**src/rtl/multiples_pkg.sv**
```systemverilog
// Shared definitions for the 5-bit multiples generator.
// Contents: divisor-select codes, FSM state encoding, and the data width.
package multiples_pkg;

    localparam int NUM_W = 5;

    localparam logic [2:0] SEL_MUL2   = 3'd0;
    localparam logic [2:0] SEL_MUL3   = 3'd1;
    localparam logic [2:0] SEL_MUL4   = 3'd2;
    localparam logic [2:0] SEL_MUL5   = 3'd3;
    localparam logic [2:0] SEL_MUL235 = 3'd4;

    typedef enum logic [1:0] {
        IDLE = 2'd0,
        RUN  = 2'd1,
        DONE = 2'd2
    } state_t;

endpackage

```
**src/rtl/multiples_step_lut.sv**
```systemverilog
// Divisor-select to step decoder.
// Ports:
//   sel   in  3  divisor select code
//   step  out 5  increment between consecutive multiples (0 when illegal)
//   legal out 1  sel maps to a supported divisor
module multiples_step_lut
    import multiples_pkg::*;
(
    input  logic [2:0]       sel,
    output logic [NUM_W-1:0] step,
    output logic             legal
);

    always_comb begin
        step  = '0;
        legal = 1'b0;
        case (sel)
            SEL_MUL2:   begin step = 5'd2;  legal = 1'b1; end
            SEL_MUL3:   begin step = 5'd3;  legal = 1'b1; end
            SEL_MUL4:   begin step = 5'd4;  legal = 1'b1; end
            SEL_MUL5:   begin step = 5'd5;  legal = 1'b1; end
            SEL_MUL235: begin step = 5'd30; legal = 1'b1; end
            default:    begin step = '0;    legal = 1'b0; end
        endcase
    end

endmodule

```
**src/rtl/multiples_gen_5bit.sv**
```systemverilog
// Emits every multiple of the selected divisor in 0..31, ascending, one per
// valid/ready transfer, then parks in DONE.
// Ports:
//   clk   in  1  clock, rising edge
//   rst   in  1  synchronous active-high reset
//   sel   in  3  divisor select (0:2 1:3 2:4 3:5 4:30, 5..7 illegal)
//   start in  1  begin a sequence (honoured in IDLE/DONE only)
//   ready in  1  consumer accepts num
//   num   out 5  current multiple
//   valid out 1  num is valid
//   idx   out 5  index of num within the sequence
//   done  out 1  sequence finished
//   err   out 1  last start used an illegal sel
module multiples_gen_5bit
    import multiples_pkg::*;
(
    input  logic             clk,
    input  logic             rst,
    input  logic [2:0]       sel,
    input  logic             start,
    input  logic             ready,
    output logic [NUM_W-1:0] num,
    output logic             valid,
    output logic [NUM_W-1:0] idx,
    output logic             done,
    output logic             err
);

    state_t           state, state_nxt;
    logic [2:0]       sel_q;
    logic [2:0]       lut_sel;
    logic [NUM_W-1:0] step;
    logic             legal;
    logic [NUM_W:0]   nxt;

    // While running, the step comes from the latched select so live sel
    // changes are ignored; otherwise decode the live sel to judge a start.
    assign lut_sel = (state == RUN) ? sel_q : sel;

    multiples_step_lut u_lut (
        .sel   (lut_sel),
        .step  (step),
        .legal (legal)
    );

    // Carry out of the 6-bit sum is the only end-of-sequence test.
    assign nxt = {1'b0, num} + {1'b0, step};

    always_ff @(posedge clk) begin
        if (rst) state <= IDLE;
        else     state <= state_nxt;
    end

    always_comb begin
        state_nxt = state;
        case (state)
            IDLE, DONE: if (start) state_nxt = legal ? RUN : DONE;
            RUN:        if (ready && nxt[NUM_W]) state_nxt = DONE;
            default:    state_nxt = IDLE;
        endcase
    end

    always_ff @(posedge clk) begin
        if (rst) begin
            sel_q <= '0;
            num   <= '0;
            idx   <= '0;
            err   <= 1'b0;
        end else begin
            case (state)
                IDLE, DONE: begin
                    if (start) begin
                        sel_q <= sel;
                        num   <= '0;
                        idx   <= '0;
                        err   <= ~legal;
                    end
                end
                RUN: begin
                    // On the final transfer num/idx keep the last value.
                    if (ready && !nxt[NUM_W]) begin
                        num <= nxt[NUM_W-1:0];
                        idx <= idx + 5'd1;
                    end
                end
                default: ;
            endcase
        end
    end

    assign valid = (state == RUN);
    assign done  = (state == DONE);

endmodule

```
**config.mk**
```make
export PLATFORM = sky130hd
export DESIGN_NAME = multiples_gen_5bit
export DESIGN_NICKNAME = d
export VERILOG_FILES = /design/src/rtl/multiples_pkg.sv /design/src/rtl/multiples_step_lut.sv /design/src/rtl/multiples_gen_5bit.sv
export SDC_FILE = /design/constraint.sdc
export NUM_CORES = 1
export LEC_CHECK = 0
export CELL_PAD_IN_SITES_DETAIL_PLACEMENT = 0
export CELL_PAD_IN_SITES_GLOBAL_PLACEMENT = 1
export CORE_MARGIN = 1
export CORE_UTILIZATION = 42
export CTS_BUF_LIST = sky130_fd_sc_hd__clkbuf_2 sky130_fd_sc_hd__clkbuf_4 sky130_fd_sc_hd__clkbuf_8
export DETAILED_ROUTE_END_ITERATION = 10
export GPL_ROUTABILITY_DRIVEN = 0
export GPL_TIMING_DRIVEN = 0
export PLACE_DENSITY_LB_ADDON = 0.1
export SLEW_MARGIN = 20
export SYNTH_ARGS = -nofsm -noshare
export SYNTH_HDL_FRONTEND = slang
export SYNTH_SLANG_ARGS = --single-unit
```
**constraint.sdc**
```tcl
create_clock -name clk -period 7.7 [get_ports clk]
set_clock_uncertainty 0.15 [all_clocks]
set_input_delay 1.155 -clock clk [delete_from_list [all_inputs] [get_ports clk]]
set_output_delay 1.155 -clock clk [all_outputs]
set_load 0.1 [all_outputs]
```
Word level (Yosys, flattened, before mapping)
Cells that the tools add are included.

Eq/ne operators: 9. Reductions and logical operators: 11. Muxes and demuxes: 12. Add/sub/neg operators: 2. Bitwise operators: 1.

Operators by type and width (number): $pmux W5 S5 (1); $pmux W5 S2 (2); $mux W5 (3); $add A5 B5 Y6 (1); $eq A3 B2 Y1 const B (2); $mux W2 (3); $add A5 B1 Y5 const B (1); $reduce_or A5 Y1 (1); $ne A2 B1 Y1 const B (2); $pmux W2 S2 (1); $reduce_and A2 Y1 (2); $eq A3 B1 Y1 const B (1); $eq A3 B3 Y1 const B (1); $logic_not A3 Y1 (1); $mux W3 (1); $reduce_and A3 Y1 (1); $eq A2 B1 Y1 const B (1); $eq A2 B2 Y1 const B (1); $logic_and A1 B1 Y1 (2); $logic_not A2 Y1 (1); $ne A2 B2 Y1 const B (1); $reduce_bool A2 Y1 (1); $reduce_or A2 Y1 (1); $logic_not A1 Y1 (1); 2 further kinds (2).

Bits of input ports: 7. Register bits after elaboration: 16. Word-level logic and storage cells: 40. Output and inout port bits: 13.

Longest topological paths before layout
Depth after elaboration: 9. Depth in mapped cells: 13. Mapped depth without buffers: 11.

Hierarchy
A second synthesis with hierarchy kept.

Cells, all modules: 122. Area, all modules: 1014.7 um2.

Modules (own cells, without submodules): multiples_gen_5bit (area an instance 958.4 um2, times used 1, cells an instance 115, seq. area each 320.3 um2); multiples_step_lut (area an instance 56.3 um2, times used 1, cells an instance 7, seq. area each 0.0 um2).

Worst setup path before layout
No wires, ideal clock.

Kind: reg2reg. Start: register state[0]. End: register idx[3]. Slack: 3.965 ns. Period minus slack after synthesis: 3.735 ns. Setup time: 0.075 ns. Stages on the path, launching flop included: 13. Data arrival time: 3.510 ns. Required time: 7.475 ns. Path buffers: 2. Cell sequence: dfxtp_1 > nand2b_1 > buf_2 > inv_1 > clkbuf_1 > a211oi_1 > a21oi_1 > inv_1 > ha_1 > a21o_1 > a221o_1 > or4_1 > a31oi_1.

Word-level cells in the longest chain between the ends: 9. Elaborated cells on any way between the ends: 19. Classes of those cells: 1 x add/sub; 8 x eq/ne; 3 x mux; 7 x reduce/logical.

Ends and longest elaborated chain: start: declaration (RTL line multiples_gen_5bit.sv:29) `state_t state, state_nxt;`; start signal: assignment (RTL line multiples_gen_5bit.sv:51) `else state <= state_nxt;`; $eq A2 B1 Y1 *; via valid (RTL line multiples_gen_5bit.sv:23) `output logic valid,`; $mux W3 (RTL line multiples_gen_5bit.sv:38) `assign lut_sel = (state == RUN) ? sel_q : sel;`; $eq A3 B3 Y1 (tied with other cells) (RTL line multiples_step_lut.sv:17) `case (sel)`; $pmux W5 S5 (RTL line multiples_step_lut.sv:17); $add A5 B5 Y6 (RTL line multiples_gen_5bit.sv:47) `assign nxt = {1'b0, num} + {1'b0, step};`; $logic_not A1 Y1 (RTL line multiples_gen_5bit.sv:81) `if (ready && !nxt[NUM_W]) begin`; $logic_and A1 B1 Y1 (RTL line multiples_gen_5bit.sv:81); $ne A2 B1 Y1 (no source line); $reduce_and A3 Y1 (no source line); end signal: assignment (RTL line multiples_gen_5bit.sv:83) `idx <= idx + 5'd1;`; end: declaration (RTL line multiples_gen_5bit.sv:24) `output logic [NUM_W-1:0] idx,`.

Mark *: on every way through the listed nets, which the timed path passes. The rest lies on a longest branch. A chain may end at the register's enable or synchronous reset.

Worst setup path after layout
Start: register state[0]. End: output port valid.

Word-level cells in the longest chain between the ends: 1.

Ends and longest elaborated chain: $eq A2 B1 Y1 (RTL line multiples_gen_5bit.sv:91) `assign valid = (state == RUN);`; end: declaration (RTL line multiples_gen_5bit.sv:23).

No other way between the ends.

==> run summary <==
Outcome - complete, no violations
Later-pin clock latency in the skew report - 0.28 ns
Setup crit end kind - primary output
Vias in the first global route - 938
H-tree Lvls - 1
Setup TNS Final - 0 ns
Peak VDD IR - 0.00009815 V
Post-CTS Hold Fix Bufs - 0
Yosys reg bits - 16
DP HPWL - 1.772 mm
DR vias/cell - 5.795
Setup Buffers After CTS - 0
Crit. Startpoint - state[0]$_SDFFE_PP0P_
Synth warnings - 0
Die Width - 50.61 um
DR WL/cell - 14.23 um
Clock Tree Buf Depth - 2
Worst Tran Pin Value - 0.9682 ns
Leakage power - 0.4859 nW
HP Class - reg -> reg
Fmax - 0.2528 GHz
Crit share post-route - 51.37%
Tmin final - 3.955 ns
Grt ovf - 0
Total vias in the final route - 991
Worst path cell trace - nand2b_1 > buf_2 > inv_1 > clkbuf_1 > clkdlybuf4s50_1
RR Endpoint - num[3]$_SDFFE_PP0P_
Antenna Diode Count - 0
Register area share after synthesis - 32.28%
Final WL - 2.433 mm
R2R depth - 12
Layout net count - 158
Power Density - 157.6 nW/um^2
RSZ-0062 raised after global routing - false
Crit path DAT - 2.65 ns
Slew HR - 35.25%
TritonCTS Buffers - 3
Crit path max fanout - 10
Buffers on Ports - 19
Cells after Synth - 120
Largest net degree at the start of global routing - 11
CP required - 6.39 ns
Area growth, synth to finish - 26.36%
Crit path depth - 5
First-pass GRT wire length - 4.071 mm
Clk pin slew, worst setup/hold paths - 0.09 ns
CP bufs+invs - 4
Post-Syn Nets - 134
Final Hold Fails - 0
Post-DRT Antenna Nets - 0
Yosys cell types - 32
CTS tree - built
Critical path startpoint category - register
Root Driver - clkbuf_4
Register area - 320.3 sq um
Final setup violation count - 0
Slowest stage delay, CP - 1.22 ns
Layout cells sized above 1 - 4.196%
Initial Util - 44.85%
Row count - 17
Capture point of the critical path - valid
Initial antenna violation count - 0
Reg-to-reg critical path startpoint - state[0]$_SDFFE_PP0P_
Post-CTS Resized - 0
Fillers - 213
Fin util - 56.67%
Post-synthesis cell area - 992.2 sq um
Reg-to-reg slack, setup - 4.21 ns
CTS Sinks - 16
Largest delay share family, worst path - buffers and inverters
Fin. max-slew vios - 0
DR iter-0 viols - 23
Area occupied by multi-input gates - 625.6 sq um
Mean area per synthesized cell - 8.268 sq um
DR pass1 iterations - 4
Die ar. - 2561 sq um
Slowest CP cell - clkdlybuf4s50_1
Core area - 2212 sq um
Max Cap Viol - 0
Critical path type - reg -> out
Die Y - 50.61 um
I/O pin count - 20
Residual DRC - 0
Gr usage total - 21.12%
==> final cells by class <==
cell class	count	area share, %
Buffer	6	1.896
Multi-Input combinational cell	92	49.90
Inverter	6	1.796
Sequential cell	16	25.55
Timing Repair Buffer	19	15.17
Clock buffer	4	2.894
Tap cell	28	2.794
==> cell usage after synthesis <==
master      n  area share (%)
nand2b_1    2             1.3
nand2_1    12             4.5
a211oi_1    3             2.3
nor3_1      1            0.50
nand3_1     5             2.5
fa_1        1             2.0
xnor2_1     1            0.88
dfxtp_1    16              32
nand4_1     4             2.5
a21oi_1    13             6.6
ha_1        6             7.6
a221o_1     1             1.0
a21o_1      2             1.5
xor2_1      1            0.88
o31ai_1     2             1.5
inv_1       6             2.3
o41ai_1     1            0.88
nor2_1      5             1.9
mux2i_1     3             3.0
clkbuf_1    5             1.9
a31oi_1     3             1.9
o2111ai_1   3             2.6
mux2_2      1             1.1
buf_2       1            0.50
and3_1      2             1.3
o21a_1      3             2.3
nor2b_1     3             1.9
nand3b_1    3             2.3
o211ai_1    6             4.5
and2_1      1            0.63
a221oi_1    1            0.88
or4_1       3             2.3
==> report_power, final <==
part / switching, W / internal [W] / leakage [nW] / total, W
clock: 0.0000263 / 0.0000288 / 0.0210 / 0.0000551
combinational: 0.0000368 / 0.0000171 / 0.335 / 0.0000539
sequential: 0.00000293 / 0.0000857 / 0.130 / 0.0000887
==> tightest hold or removal path, cell delays in order (launching register included) <==
cell and delay (ns):
dfxtp_1 0.32, nand2_1 0.05, a21oi_1 0.05
==> state kept, by name, indices dropped and copies added (netlist names) <==
| name | cells |
|---|---|
| err | 1 |
| sel_q | 3 |
| num | 5 |
| state | 2 |
| idx | 5 |
==> cells in the final DEF, fill, tap and decap left out, types with 4 or more instances in the layout <==
master           Yosys  routed
inv_1                6       6
dfxtp_1             16      16
a21oi_1             13      13
nand3_1              5       5
clkbuf_1             5       5
nor2_1               5       5
nand4_1              4       4
o211ai_1             6       6
clkdlybuf4s50_1      0      19
nand2_1             12      12
ha_1                 6       6
==> per-layer routing <==
| layer | wire length [um] | GRT usage (%) |
|---|---|---|
| met5 | 0 | 0 |
| met4 | 17 | 8.796 |
| met3 | 112 | 3.636 |
| met2 | 1114 | 32.67 |
| met1 | 1188 | 28.76 |
==> cell families (layout without fill, tap and decap cells) <==
logic type / count (synthesis) / count (layout) / share of synthesized area, %
muxes: 4 / 4 / 4.161
DFF: 16 / 16 / 32.28
and+or+nand+nor: 41 / 41 / 21.56
buffers and inverters: 12 / 35 / 4.665
AOI/OAI and AO/OA: 38 / 38 / 25.98
adders and majority gates: 7 / 7 / 9.584
xor gates and xnor gates: 2 / 2 / 1.766
==> worst min path at each step <==
stage,startpoint,endpoint,cells after the start,slack [ns]
floorplan,sel_q[1]$_SDFFE_PP0P_,sel_q[1]$_SDFFE_PP0P_,2,0.31
global placement,err$_SDFFE_PP0P_,err$_SDFFE_PP0P_,2,0.29
detailed placement,err$_SDFFE_PP0P_,err$_SDFFE_PP0P_,2,0.30
CTS,err$_SDFFE_PP0P_,err$_SDFFE_PP0P_,2,0.31
global route,err$_SDFFE_PP0P_,err$_SDFFE_PP0P_,2,0.36
finish,err$_SDFFE_PP0P_,err$_SDFFE_PP0P_,2,0.31
==> metrics by stage <==
stage,total power [W],worst slack [ns],std cells,area [sq um],hold slack (ns)
detailed placement,0.0001440,3.605,167,1217,0.2995
global placement,0.0001436,3.564,167,1217,0.2937
finish,0.0001976,3.745,171,1254,0.3096
CTS,0.0001989,3.764,171,1254,0.3136
floorplan,0.0001284,3.965,120,992.2,0.3074
global route,0.0002083,3.547,171,1254,0.3579
No activity file was read; power rests on OpenSTA's default activity.
